### config.mk
export PLATFORM = sky130hd
export DESIGN_NAME = regblock_seq
export DESIGN_NICKNAME = d
export VERILOG_FILES = /design/src/rtl/regblock_pkg.sv /design/src/rtl/regblock_decode.sv /design/src/rtl/regblock_seq.sv
export SDC_FILE = /design/constraint.sdc
export NUM_CORES = 1
export LEC_CHECK = 0
export BUFFER_PORTS_ARGS = -buffer_cell sky130_fd_sc_hd__buf_4
export CAP_MARGIN = 20
export CORE_MARGIN = 2
export CORE_UTILIZATION = 33
export DETAILED_ROUTE_END_ITERATION = 10
export PLACE_DENSITY = 0.64
export SLEW_MARGIN = 0
export SYNTH_ARGS = -nofsm -noshare
export SYNTH_HDL_FRONTEND = slang
export SYNTH_SLANG_ARGS = --single-unit
### constraint.sdc
create_clock -name clk -period 1.63 [get_ports clk]
set_input_delay 0.0815 -clock clk [delete_from_list [all_inputs] [get_ports clk]]
set_output_delay 0.0815 -clock clk [all_outputs]
set_load 0.05 [all_outputs]
### src/rtl/regblock_pkg.sv
// Shared widths, FSM state encoding, ALU op codes and instruction field positions
// for the RegBlock sequencer.
package regblock_pkg;

    localparam int RWIDTH = 6;
    localparam int DWIDTH = 32;
    localparam int IMM_IN = 15;
    localparam int IWIDTH = 32;
    localparam int OPW    = 4;

    localparam int OP_HI    = 31;
    localparam int OP_LO    = 28;
    localparam int IMMF_BIT = 27;
    localparam int RD_HI    = 26;
    localparam int RD_LO    = 21;
    localparam int RS_HI    = 20;
    localparam int RS_LO    = 15;
    localparam int RT_HI    = 14;
    localparam int RT_LO    = 9;
    localparam int IMM_HI   = 14;
    localparam int IMM_LO   = 0;

    localparam logic [OPW-1:0] OP_ADD = 4'h0;
    localparam logic [OPW-1:0] OP_SUB = 4'h1;
    localparam logic [OPW-1:0] OP_AND = 4'h2;
    localparam logic [OPW-1:0] OP_OR  = 4'h3;
    localparam logic [OPW-1:0] OP_XOR = 4'h4;
    localparam logic [OPW-1:0] OP_SLL = 4'h5;
    localparam logic [OPW-1:0] OP_SRL = 4'h6;
    localparam logic [OPW-1:0] NOP_OP = 4'hF;

    typedef enum logic [2:0] {
        IDLE   = 3'd0,
        DECODE = 3'd1,
        EXEC   = 3'd2,
        WB     = 3'd3,
        DONE   = 3'd4
    } state_t;

    typedef struct packed {
        logic [OPW-1:0]    op;
        logic              imm_flag;
        logic [RWIDTH-1:0] rd;
        logic [RWIDTH-1:0] rs;
        logic [RWIDTH-1:0] rt;
        logic [IMM_IN-1:0] imm;
    } fields_t;

endpackage

### src/rtl/regblock_decode.sv
// Instruction field extraction from the latched instruction register.
// Latency: combinational, zero cycles.
// Backpressure: none, pure function of its input.
module regblock_decode
    import regblock_pkg::*;
(
    input  logic [IWIDTH-1:0] instr_q,
    output fields_t           fld
);

    always_comb begin
        fld          = '0;
        fld.op       = instr_q[OP_HI:OP_LO];
        fld.imm_flag = instr_q[IMMF_BIT];
        fld.rd       = instr_q[RD_HI:RD_LO];
        fld.rs       = instr_q[RS_HI:RS_LO];
        fld.imm      = instr_q[IMM_HI:IMM_LO];
        // Immediate forms carry no second register operand.
        fld.rt       = instr_q[IMMF_BIT] ? '0 : instr_q[RT_HI:RT_LO];
    end

endmodule

### src/rtl/regblock_seq.sv
// Sequencer driving RegBlock read/ALU/write-back from one instruction word.
// Latency: accept to done = 4 cycles (3 for NOP_OP); one instruction per 5 cycles.
// Backpressure: instr_ready high only in IDLE; instr_valid is ignored elsewhere.
module regblock_seq
    import regblock_pkg::*;
#(
    parameter int CWIDTH = 16
)
(
    input  logic              clk,
    input  logic              rst_n,
    input  logic [IWIDTH-1:0] instr,
    input  logic              instr_valid,
    output logic              instr_ready,
    output logic [RWIDTH-1:0] rs,
    output logic [RWIDTH-1:0] rt,
    output logic [RWIDTH-1:0] rd,
    output logic [DWIDTH-1:0] wd,
    output logic              we,
    output logic              muxsel1,
    output logic [IMM_IN-1:0] imm_in,
    output logic [OPW-1:0]    ALUopsel,
    input  logic [DWIDTH-1:0] ALUresult,
    output logic              done,
    output logic [DWIDTH-1:0] result,
    output logic [CWIDTH-1:0] retired
);

    state_t            state;
    state_t            state_nxt;
    logic [IWIDTH-1:0] instr_q;
    logic [DWIDTH-1:0] result_q;
    logic [CWIDTH-1:0] retired_q;
    logic              accept;
    fields_t           fld;

    regblock_decode u_decode (
        .instr_q (instr_q),
        .fld     (fld)
    );

    assign accept = instr_valid & instr_ready;

    always_ff @(posedge clk or negedge rst_n) begin
        if (!rst_n) begin
            state <= IDLE;
        end else begin
            state <= state_nxt;
        end
    end

    always_comb begin
        state_nxt = state;
        case (state)
            IDLE:    state_nxt = accept ? DECODE : IDLE;
            DECODE:  state_nxt = EXEC;
            EXEC:    state_nxt = (fld.op == NOP_OP) ? DONE : WB;
            WB:      state_nxt = DONE;
            DONE:    state_nxt = IDLE;
            default: state_nxt = IDLE;
        endcase
    end

    // Write enable is decoded from state so an asynchronous reset drops it at once.
    always_comb begin
        instr_ready = 1'b0;
        we          = 1'b0;
        done        = 1'b0;
        case (state)
            IDLE:    instr_ready = 1'b1;
            WB:      we          = (fld.rd != '0);
            DONE:    done        = 1'b1;
            default: ;
        endcase
    end

    always_ff @(posedge clk or negedge rst_n) begin
        if (!rst_n) begin
            instr_q   <= '0;
            result_q  <= '0;
            retired_q <= '0;
        end else begin
            if (accept) begin
                instr_q <= instr;
            end
            if (state == EXEC) begin
                result_q <= ALUresult;
            end
            if (state == DONE) begin
                retired_q <= retired_q + CWIDTH'(1);
            end
        end
    end

    // Field drives come straight from the instruction register, so they hold
    // through the whole instruction and keep their last values in IDLE.
    assign rs       = fld.rs;
    assign rt       = fld.rt;
    assign rd       = fld.rd;
    assign muxsel1  = fld.imm_flag;
    assign imm_in   = fld.imm;
    assign ALUopsel = fld.op;
    assign wd       = result_q;
    assign result   = result_q;
    assign retired  = retired_q;

endmodule

Word level (Yosys, flattened, before mapping)
Cells that the tools add are included.
{ "op_classes": {"n_addsub": 1, "n_eq_ne": 5, "n_mux": 7, "bitwise": 1, "reduce_logical": 2} }
{ "ops": {"columns": ["cell", "count"], "rows": [
  ["$add A16 B1 Y16 const B", 1],
  ["$pmux W3 S4", 1],
  ["$eq A3 B2 Y1 const B", 2],
  ["$mux W6", 1],
  ["$reduce_bool A6 Y1", 1],
  ["$eq A4 B4 Y1 const B", 1],
  ["$mux W1", 4],
  ["$eq A3 B1 Y1 const B", 1],
  ["$eq A3 B3 Y1 const B", 1],
  ["$logic_not A3 Y1", 1],
  ["$mux W3", 1],
  ["$and A1 B1 Y1", 1]
]} }
{ "word_totals": {"ff_bits": 83, "input_bits": 67, "output_inout_bits": 121, "elab_cells": 20} }

Depth between registers and ports, before layout
Gate-level depths: netlist of the first run.
{ "logic_depth": {"depth_word": 5, "ltp_mapped": 5, "depth_no_buf": 4} }

Cells and area by module
Synthesis of the first run repeated with hierarchy kept, for this count alone.
{ "unflattened": {"hier_cells": 286, "area_unflattened_um2": 3763.6} }
{ "by_module_without_submodules": {"columns": ["mod", "n_inst", "cells_per_inst", "area_per_inst_um2", "seq_area_each_um2"], "rows": [
  ["regblock_seq", 1, 248, 3485.8, 2077.0],
  ["regblock_decode", 1, 38, 277.8, 0.0]
]} }

Worst setup path after synthesis of the first run
Ideal clock, no wire load.
{ "synth_path": {"path_type": "register -> register", "startpoint": "register state[0]", "endpoint": "register instr_q[0]", "setup_time_ns": 0.127, "arrival_time_ns": 1.959, "required_time_ns": 1.503, "path_slack_ns": -0.456, "stages_incl_launch_ff": 6, "path_buffers": 2, "synth_period_minus_slack_ns": 2.086, "cell_sequence": "dfrtp_1 > nor3_2 > and2_1 > buf_2 > buf_6 > mux2_1"} }
{ "synth_between": {"elab_chain_cells": 3} }
{ "synth_rtl": {"columns": ["element", "line_no", "source"], "rows": [
  ["from (decl)", "regblock_seq.sv:29", "state_t state;"],
  ["from (signal assigned)", "regblock_seq.sv:48", "state <= state_nxt;"],
  ["$logic_not A3 Y1", "regblock_seq.sv:69", "case (state)"],
  ["$mux W1", "regblock_seq.sv:69", null],
  ["named net instr_ready", "regblock_seq.sv:14", "output logic instr_ready,"],
  ["$and A1 B1 Y1", "regblock_seq.sv:42", "assign accept = instr_valid & instr_ready;"],
  ["to (signal assigned)", "regblock_seq.sv:84", "instr_q <= instr;"],
  ["to (decl)", "regblock_seq.sv:31", "logic [IWIDTH-1:0] instr_q;"]
]} }
The timed path passes the listed nets, and every way through them passes these cells.
A chain may end at the register's enable or synchronous reset.

Worst setup path in the final report of the first run
{ "layout_path": {"startpoint": "register instr_q[22]", "endpoint": "output we"} }
{ "layout_between": {"elab_chain_cells": 2} }
{ "layout_rtl": {"columns": ["element", "line_no", "source"], "rows": [
  ["$reduce_bool A6 Y1", "regblock_seq.sv:71", "WB: we = (fld.rd != '0);"],
  ["$mux W1", "regblock_seq.sv:69", null],
  ["to (decl)", "regblock_seq.sv:19", "output logic we,"]
]} }
No other way between the ends.

==> results by group, run 1 <==
Global route
  • First-pass GRT wire length: around 14 mm
  • GRT Util Overall: between 15 and 20%
  • Antenna violations before repair: 0
  • Largest net degree at the start of global routing: 42
  • Grt ovf: 0
  • Vias in the first global route: about 2800

Placement
  • HPWL after DPL: 5.78 mm
  • Buffers on Ports: 187
  • Cell area after placement: between 0.004 and 0.005 sq mm
  • GP Congestion: approximately 0.65
  • Pre-CTS setup slack: 0.0623 ns

Floorplanning
  • DIE AREA: roughly 0.012 sq mm
  • Core Area: approximately 0.010 sq mm
  • Horiz. Die Dim: approximately 110 microns
  • Initial core utilization: around 34%
  • Num rows: 37
  • I/O pins: 188
  • Die Ht: 108 microns

Critical path
  • Worst R2R Path Depth: 4
  • Worst R2R Start: state[2]$_DFF_PN0_
  • Crit. End Element: output port
  • Worst EP required: between 1.5 and 2 ns
  • Worst Path Arrival: around 1.7 ns
  • CP Launch Type: flop
  • Crit path max fanout: 2
  • Critical path origin: instr_q[22]$_DFFE_PN0P_
  • Crit path kind: reg -> out

STA
  • Final setup vio count: 1
  • Worst hold slack: 0.196 ns
  • Relative slew slack: about three quarters
  • Fin crit period: about 1.8 ns
  • Slew Viols, Final: 0
  • Tcrit/Tclk final: 111%
  • PnR worst setup slack: -0.182 ns
  • RSZ-0062 raised after global routing: yes
  • Peak Freq: approximately 550 MHz
  • Slew @ Worst Pin: about 0.38 ns
  • Hold Violations, Final: 0
  • Clk_skew: roughly 0.011 ns

Clock tree
  • Clk_lat worst skew: around 0.34 ns
  • Clk buf depth: 2
  • CTS sink cnt: between 80 and 90
  • Clock root cell: clkbuf_8
  • CTS tree: done
  • Inserted Clock Buffers: 9
  • Clk slew on worst S/H paths: about 0.090 ns
  • Htree depth: 3

Synthesis
  • Multiplexer area fraction after synthesis: approximately a fifth
  • Gate count after technology mapping: 249
  • Adder-cell area share of the yosys netlist: less than 1%
  • Asr flop ratio synth: 100%
  • Synth Area per Inst: roughly 14 sq um
  • EDFF count, synth: 0
  • XOR/XNOR Fraction of Synth Area: 3.70%
  • YS warnings: 0
  • Largest family of logic cells by synthesized area: multiplexers
  • Post-synth net total: 317
  • Top FF cell, synth: dfrtp_1
  • Simple-Gate Fraction of Synth Area: approximately 6.5%
  • #FFs+latches synth: between 80 and 90
  • Synth Area in Compound Gates: 0.705%
  • Distinct cells, synth: 26
  • Netlist Area Pre-Place: around 0.0036 sq mm
  • Sequential element share of the synthesized area: between 50% and 60%

Route
  • DR DRC count: 0
  • Vias/cell: ~4.4
  • Drt wl/cell: 14.1 microns
  • Initial drt markers: 75
  • Routed wire length: slightly below 9 mm
  • Remaining antenna violation count: 0
  • Via count: approximately 2700
  • TritonRoute pass-1 iters: 4

Cells and area
  • Antenna Cells: 0
  • Sequential cell area: a little over 0.002 sq mm
  • Fillers: around 850
  • Footprint of the multi-input gates: around 0.0012 sq mm
  • Design area: 0.00583 sq mm
  • Share of cells above drive strength 1: 45.7%
  • Commonest non-fill, non-tap cell in the layout: buf_4
  • Nets@finish: between 500 and 600
  • Most frequent cells in the layout: 192 x buf_4, 81 x dfrtp_1, 65 x mux2_1, 65 x dlygate4sd3_1, 13 x xnor2_1
  • Area grow syn2layout: 64.3%

Run status
  • Status: finished with violations
  • Failing checks: negative setup slack

Run
  • Max Cap Viol: 0

Min path
  • Worst Hold Class: in -> async
[cell type report]
cell class	count	share of cell area, %
Clock buffer	12	2.83
Clock inverter	4	0.944
Inverter	1	0.0644
Multi-Input combinational cell	124	20.0
Sequential cell	83	35.6
Tap cell	136	2.92
Timing Repair Buffer	262	37.6
[routing by layer]
| layer | vias up | routed length (microns) | track usage [%] |
|---|---|---|---|
| li1 | 1279 | - | - |
| met1 | 1340 | 3510 | 17.9 |
| met2 | 116 | 4550 | 26.3 |
| met3 | 5 | 632 | 4.90 |
| met4 | 0 | 70 | 3.30 |
| met5 | - | 0 | 0 |
[critical path: stages (launching register included)]
cell and delay [ns]:
dfrtp_1 0.39, or4_4 0.53, o311a_4 0.32, buf_8 0.15
[final timing paths]
| path | endpoint | slack [ns] |
|---|---|---|
| worst max-delay path | we | -0.18 |
| worst min-delay path | instr_q[17]$_DFFE_PN0P_ | 0.20 |
| worst max register to register | instr_q[30]$_DFFE_PN0P_ | 0.09 |
| worst min register to register | instr_q[5]$_DFFE_PN0P_ | 0.49 |
| max in group asynchronous | instr_q[30]$_DFFE_PN0P_ | 0.88 |
| min in group clk | state[0]$_DFF_PN0_ | 0.23 |
[through the flow]
stage               setup TNS, ns  instances  util (%)
finish                     -0.182        622      56.3
detailed placement              0        538      47.2
global route               -0.228        622      56.3
global placement                0        538      47.2
CTS                        -0.207        621      56.0
floorplan                   -5.80        249         -
[logic make-up after synthesis]
logic type	after synthesis
flip-flops	83
multiplexers	66
buffers and inverters	42
AND/OR/NAND/NOR	39
XOR/XNOR	15
AO/OA/AOI/OAI	3
adder cells (fa/ha/maj)	1
[flip-flops by register name, summed over array words and instances, names as in the netlist]
register  flops
instr_q      32
state         3
retired      16
result       32
[what timing repair did]
action / 4_1_cts / 5_1_grt
resized for setup: 4 / 2
hold buffers: 65 / 0
gates cloned: 0 / 1
hold endpoints to repair: 129 / 0
endpoints found under the setup margin: 1 / 38
pin swaps: 0 / 0
setup buffers: 2 / 0
[synth_stat cells (all sizes together), types with 2 or more instances]
cell type	n	share of area (%)
nor3	2	0.42
xor2	2	0.49
mux2	66	21
nand3	6	0.85
nor2b	8	1.4
nor2	2	0.21
xnor2	13	3.2
nand4	4	0.70
and3	2	0.35
dfrtp	83	58
buf	41	9.2
and2	3	0.53
nand2	8	0.85
Power of run 1 is not shown: default switching activity piles up to over one toggle a cycle in this logic, so the estimate is an artifact.
==> run 2, diff against run 1 <==
- CORE_UTILIZATION: 33 -> 45
- PLACE_DENSITY: 0.64 -> 0.82
==> results by group, run 2 (synthesized netlist as in run 1, its figures left out) <==
STA
  • Final setup vio count: 1 (unchanged)
  • Peak Freq: 550 MHz (-0.35%)
  • RSZ-0062 raised after global routing: yes
  • Tcrit/Tclk final: 112% (+0.39 points)
  • Clk_skew: 0.0137 ns (+0.00284 ns)
  • Fin crit period: 1.82 ns (+0.00642 ns)
  • PnR worst setup slack: -0.188 ns (-0.00642 ns)
  • Hold Violations, Final: 0 (unchanged)
  • Slew @ Worst Pin: 0.405 ns (+0.0275 ns)
  • Relative slew slack: 73.0% (-1.6 points)
  • Slew Viols, Final: 0 (unchanged)

Route
  • Initial drt markers: 39 (-48%)
  • DR DRC count: 0 (unchanged)
  • TritonRoute pass-1 iters: 4 (unchanged)
  • Vias/cell: 4.70 (+6.6%)
  • Via count: 2761 (+0.77%)
  • Routed wire length: 9.48 mm (+8.1%)
  • Remaining antenna violation count: 0 (unchanged)
  • Drt wl/cell: 16.1 microns (+14%)

Critical path
  • Crit. End Element: output port
  • Worst R2R Path Depth: 4 (unchanged)
  • Critical path cell sequence: or4_4 -> o311a_4 -> buf_8
  • CP top delay family: simple AND/OR/NAND/NOR gates
  • Worst EP required: 1.55 ns (about the same)
  • Crit path max fanout: 2 (unchanged)
  • CP Launch Type: flop
  • Crit path depth: 3 (unchanged)
  • CP max stage cell: or4_4
  • WP buf/inv: 1 (unchanged)
  • Crit path kind: reg -> out
  • Worst Path Arrival: 1.74 ns (about the same)
  • CP max stage delay: 0.54 ns (about the same)

Min path
  • Worst Hold Class: in -> async

Floorplanning
  • Core Area: 0.00769 sq mm (-26%)
  • I/O pins: 188 (unchanged)
  • DIE AREA: 0.00862 sq mm (-26%)
  • Initial core utilization: 46.2% (+12 points)
  • Die Ht: 92.8 microns (-14%)
  • Horiz. Die Dim: 92.8 microns (-14%)
  • Num rows: 32 (-14%)

Clock tree
  • CTS tree: done
  • Clk_lat worst skew: 0.34 ns (about the same)
  • Clk slew on worst S/H paths: 0.09 ns (about the same)
  • Htree depth: 3 (unchanged)
  • Inserted Clock Buffers: 9 (unchanged)
  • Clock root cell: clkbuf_8
  • CTS sink cnt: 83 (unchanged)
  • Clk buf depth: 2 (unchanged)

Run status
  • Failing checks: negative setup slack
  • Status: finished with violations

Cells and area
  • Area grow syn2layout: 64.2% (about the same)
  • Antenna Cells: 0 (unchanged)
  • Most frequent cells in the layout: 192 x buf_4, 80 x dfrtp_1, 65 x mux2_1, 65 x dlygate4sd3_1, 13 x xnor2_1
  • Commonest non-fill, non-tap cell in the layout: buf_4
  • Share of cells above drive strength 1: 46.1% (+0.41 points)
  • Nets@finish: 549 (unchanged)
  • Finished Core Util: 75.9% (+20 points)

Global route
  • First-pass GRT wire length: 15.1 mm (+10%)
  • Grt ovf: 0 (unchanged)
  • Vias in the first global route: 3049 (+9.6%)
  • Largest net degree at the start of global routing: 38 (-9.5%)
  • Antenna violations before repair: 0 (unchanged)
  • GRT Util Overall: 22.5% (+7.5 points)

Placement
  • Buffers on Ports: 187 (unchanged)
  • GP Congestion: 0.721 (+11%)
  • HPWL after DPL: 6.02 mm (+4.3%)

Run
  • Max Cap Viol: 0 (unchanged)
==> run 2: worst paths after layout <==
check / startpoint / endpoint / slack [ns]
worst min register to register: retired[2]$_DFFE_PN0P_ / retired[2]$_DFFE_PN0P_ / 0.49
worst max-delay path: instr_q[22]$_DFFE_PN0P_ / we / -0.19
worst min-delay path: rst_n / instr_q[2]$_DFFE_PN0P_ / 0.19
min in group clk: instr_valid / state[0]$_DFF_PN0_ / 0.29
worst max register to register: state[2]$_DFF_PN0_ / instr_q[28]$_DFFE_PN0P_ / 0.07
max in group asynchronous: rst_n / result[10]$_DFFE_PN0N_ / 0.85
==> run 2: layout make-up <==
type                            count  area, sq um
Inverter                            1         3.75
Sequential cell                    83         2080
Clock inverter                      7          140
Fill cell                         474         1860
Multi-Input combinational cell    124         1170
Clock buffer                        9          124
Timing Repair Buffer              262         2190
Tap cell                          102          128
==> run 2: what timing repair did <==
action,in CTS,in global routing
endpoints found under the setup margin,1,40
hold endpoints to repair,93,0
buffers inserted,1,2
hold buffers,65,0
resized for setup,4,5
==> run 2: stage by stage <==
step | cell area, sq um | worst slack, ns | cells | setup TNS [ns] | hold WS [ns]
floorplan | 3570 | -0.190 | 249 | -5.80 | -0.214
global placement | 4870 | 0.115 | 504 | 0 | 0.0356
detailed placement | 4870 | 0.0686 | 504 | 0 | 0.0386
CTS | 5810 | -0.197 | 586 | -0.197 | 0.193
global route | 5830 | -0.240 | 588 | -0.240 | 0.238
finish | 5830 | -0.188 | 588 | -0.188 | 0.194
==> run 2: worst register-to-register path, stage by stage, from the launching register on <==
cell	delay, ns
dfrtp_2	0.45
nor3_4	0.24
and2_4	0.21
buf_12	0.18
mux2_1	0.36
==> run 2: metal layers <==
layer  vias to the layer above  track usage (%)  share of wire (%)
met4                         0             6.37                1.2
met5                         -                0                  0
met1                      1341             25.6                 37
met3                        11             7.49                8.4
li1                       1281                -                  -
met2                       128             40.3                 53
Power of run 2 is left out for the same reason.
==> run 3, diff against run 2 <==
- TNS_END_PERCENT: default -> 10
==> results by group, run 3 (synthesized netlist as in run 1, its figures left out) <==
Run status
  • Status: finished with violations
  • Failing checks: negative setup slack

Cells and area
  • Antenna Cells: 0 (unchanged)
  • Nets@finish: 548 (-0.18%)
  • Commonest non-fill, non-tap cell in the layout: buf_4
  • Final Non-Filler Cells: 587 (-0.17%)
  • Area grow syn2layout: 62.7%
  • Footprint of the multi-input gates: 0.00115 sq mm (-1.3%)
  • Finished Core Util: 75.2% (-0.70 points)
  • Share of cells above drive strength 1: 44.9% (-1.1 points)
  • Sequential cell area: 0.00208 sq mm (about the same)
  • Fillers: 489 (+3.2%)
  • Most frequent cells in the layout: 190 x buf_4, 81 x dfrtp_1, 65 x mux2_1, 65 x dlygate4sd3_1, 13 x xnor2_1
  • Design area: 0.00578 sq mm (-0.92%)

STA
  • Slew Viols, Final: 0 (unchanged)
  • Hold Violations, Final: 0 (unchanged)
  • Clk_skew: 0.0138 ns (+0.0000886 ns)
  • Slew @ Worst Pin: 0.423 ns (+0.0183 ns)
  • RSZ-0062 raised after global routing: yes
  • Fin crit period: 1.84 ns (+0.0192 ns)
  • Tcrit/Tclk final: 113% (+1.2 points)
  • Final setup vio count: 1 (unchanged)
  • Relative slew slack: 71.6% (-1.4 points)
  • PnR worst setup slack: -0.207 ns (-0.0192 ns)
  • Peak Freq: 544 MHz (-1.0%)

Route
  • Vias/cell: 4.71 (+0.21%)
  • Remaining antenna violation count: 0 (unchanged)
  • DR DRC count: 0 (unchanged)
  • Initial drt markers: 60 (+54%)
  • Drt wl/cell: 16.2 microns (+0.31%)
  • Routed wire length: 9.49 mm (+0.14%)
  • TritonRoute pass-1 iters: 4 (unchanged)
  • Via count: 2762 (+0.036%)

Floorplanning
  • I/O pins: 188 (unchanged)
  • DIE AREA: 0.00862 sq mm (unchanged)
  • Num rows: 32 (unchanged)
  • Horiz. Die Dim: 92.8 microns (unchanged)
  • Core Area: 0.00769 sq mm (unchanged)
  • Die Ht: 92.8 microns (unchanged)
  • Initial core utilization: 46.2% (unchanged)

Critical path
  • Worst R2R Path Depth: 4 (unchanged)
  • Crit path max fanout: 3 (+1)
  • CP Launch Type: flop
  • Worst R2R Start: state[1]$_DFF_PN0_
  • Worst reg2reg endpoint: instr_q[22]$_DFFE_PN0P_
  • Worst Path Arrival: 1.76 ns (+0.02 ns)
  • Crit. End Element: output port
  • Worst EP required: 1.55 ns (about the same)
  • Crit path kind: reg -> out
  • R2r setup slk: 0.08 ns (about the same)

Clock tree
  • CTS sink cnt: 83 (unchanged)
  • Clk buf depth: 2 (unchanged)
  • Clock root cell: clkbuf_8
  • CTS tree: done
  • Clk_lat worst skew: 0.33 ns (about the same)
  • Clk slew on worst S/H paths: 0.08 ns (about the same)
  • Inserted Clock Buffers: 9 (unchanged)
  • Htree depth: 3 (unchanged)

Global route
  • Antenna violations before repair: 0 (unchanged)
  • Vias in the first global route: 3020 (-0.95%)
  • Grt ovf: 0 (unchanged)
  • GRT Util Overall: 22.0% (-0.52 points)
  • Largest net degree at the start of global routing: 42 (+11%)
  • First-pass GRT wire length: 14.8 mm (-2.0%)

Min path
  • Worst Hold Class: in -> async

Run
  • Max Cap Viol: 0 (unchanged)

Placement
  • HPWL after DPL: 6.10 mm (+1.3%)
  • GP Congestion: 0.712 (-1.3%)
  • Pre-CTS setup slack: 0.0671 ns (-0.00154 ns)
  • Post-Place Cells: 504 (unchanged)
  • Buffers on Ports: 187 (unchanged)
  • Cell area after placement: 0.00486 sq mm (about the same)
==> run 3: how the worst max path moves through the flow <==
stage | slack, ns | cells after the start | to | start
after floorplan | -0.19 | 5 | instr_q[0]$_DFFE_PN0P_ | state[2]$_DFF_PN0_
after global placement | 0.09 | 4 | retired[15]$_DFFE_PN0P_ | state[0]$_DFF_PN0_
after detailed placement | 0.07 | 4 | retired[15]$_DFFE_PN0P_ | state[0]$_DFF_PN0_
after CTS | -0.22 | 3 | we | instr_q[22]$_DFFE_PN0P_
after global routing | -0.25 | 3 | we | instr_q[23]$_DFFE_PN0P_
final | -0.21 | 3 | we | instr_q[23]$_DFFE_PN0P_
==> run 3: area by class of cell <==
type	instances	share of cell area, %
Clock inverter	4	1.30
Multi-Input combinational cell	124	20.0
Timing Repair Buffer	261	38.0
Tap cell	102	2.21
Inverter	1	0.0650
Sequential cell	83	36.0
Clock buffer	12	2.51
==> run 3: metal layers <==
layer / routed length [microns] / vias to the layer above / track usage [%]
met3: 741 / 14 / 6.10
met1: 3620 / 1341 / 25.3
met2: 4980 / 136 / 39.3
li1: - / 1271 / -
met5: 0 / - / 0
met4: 154 / 0 / 7.48
==> run 3: critical path, cell delays in order (launching register included) <==
cell and delay [ns]:
dfrtp_1 0.41, or4_1 0.54, o311a_1 0.32, buf_6 0.16
==> run 3: metrics by stage <==
step	setup TNS [ns]	hold WS, ns
after floorplan	-5.86	-0.214
after global placement	0	-0.00798
after detailed placement	0	-0.00815
after CTS	-0.220	0.166
after global routing	-0.254	0.182
final	-0.207	0.176
==> run 3: timing repair <==
action	in CTS	in global routing
setup buffers	0	1
endpoints found under the setup margin	1	42
resized for setup	1	5
gates cloned	0	1
hold endpoints to repair	134	0
pin swaps	0	1
hold buffers	65	0
Power of run 3 is left out for the same reason.
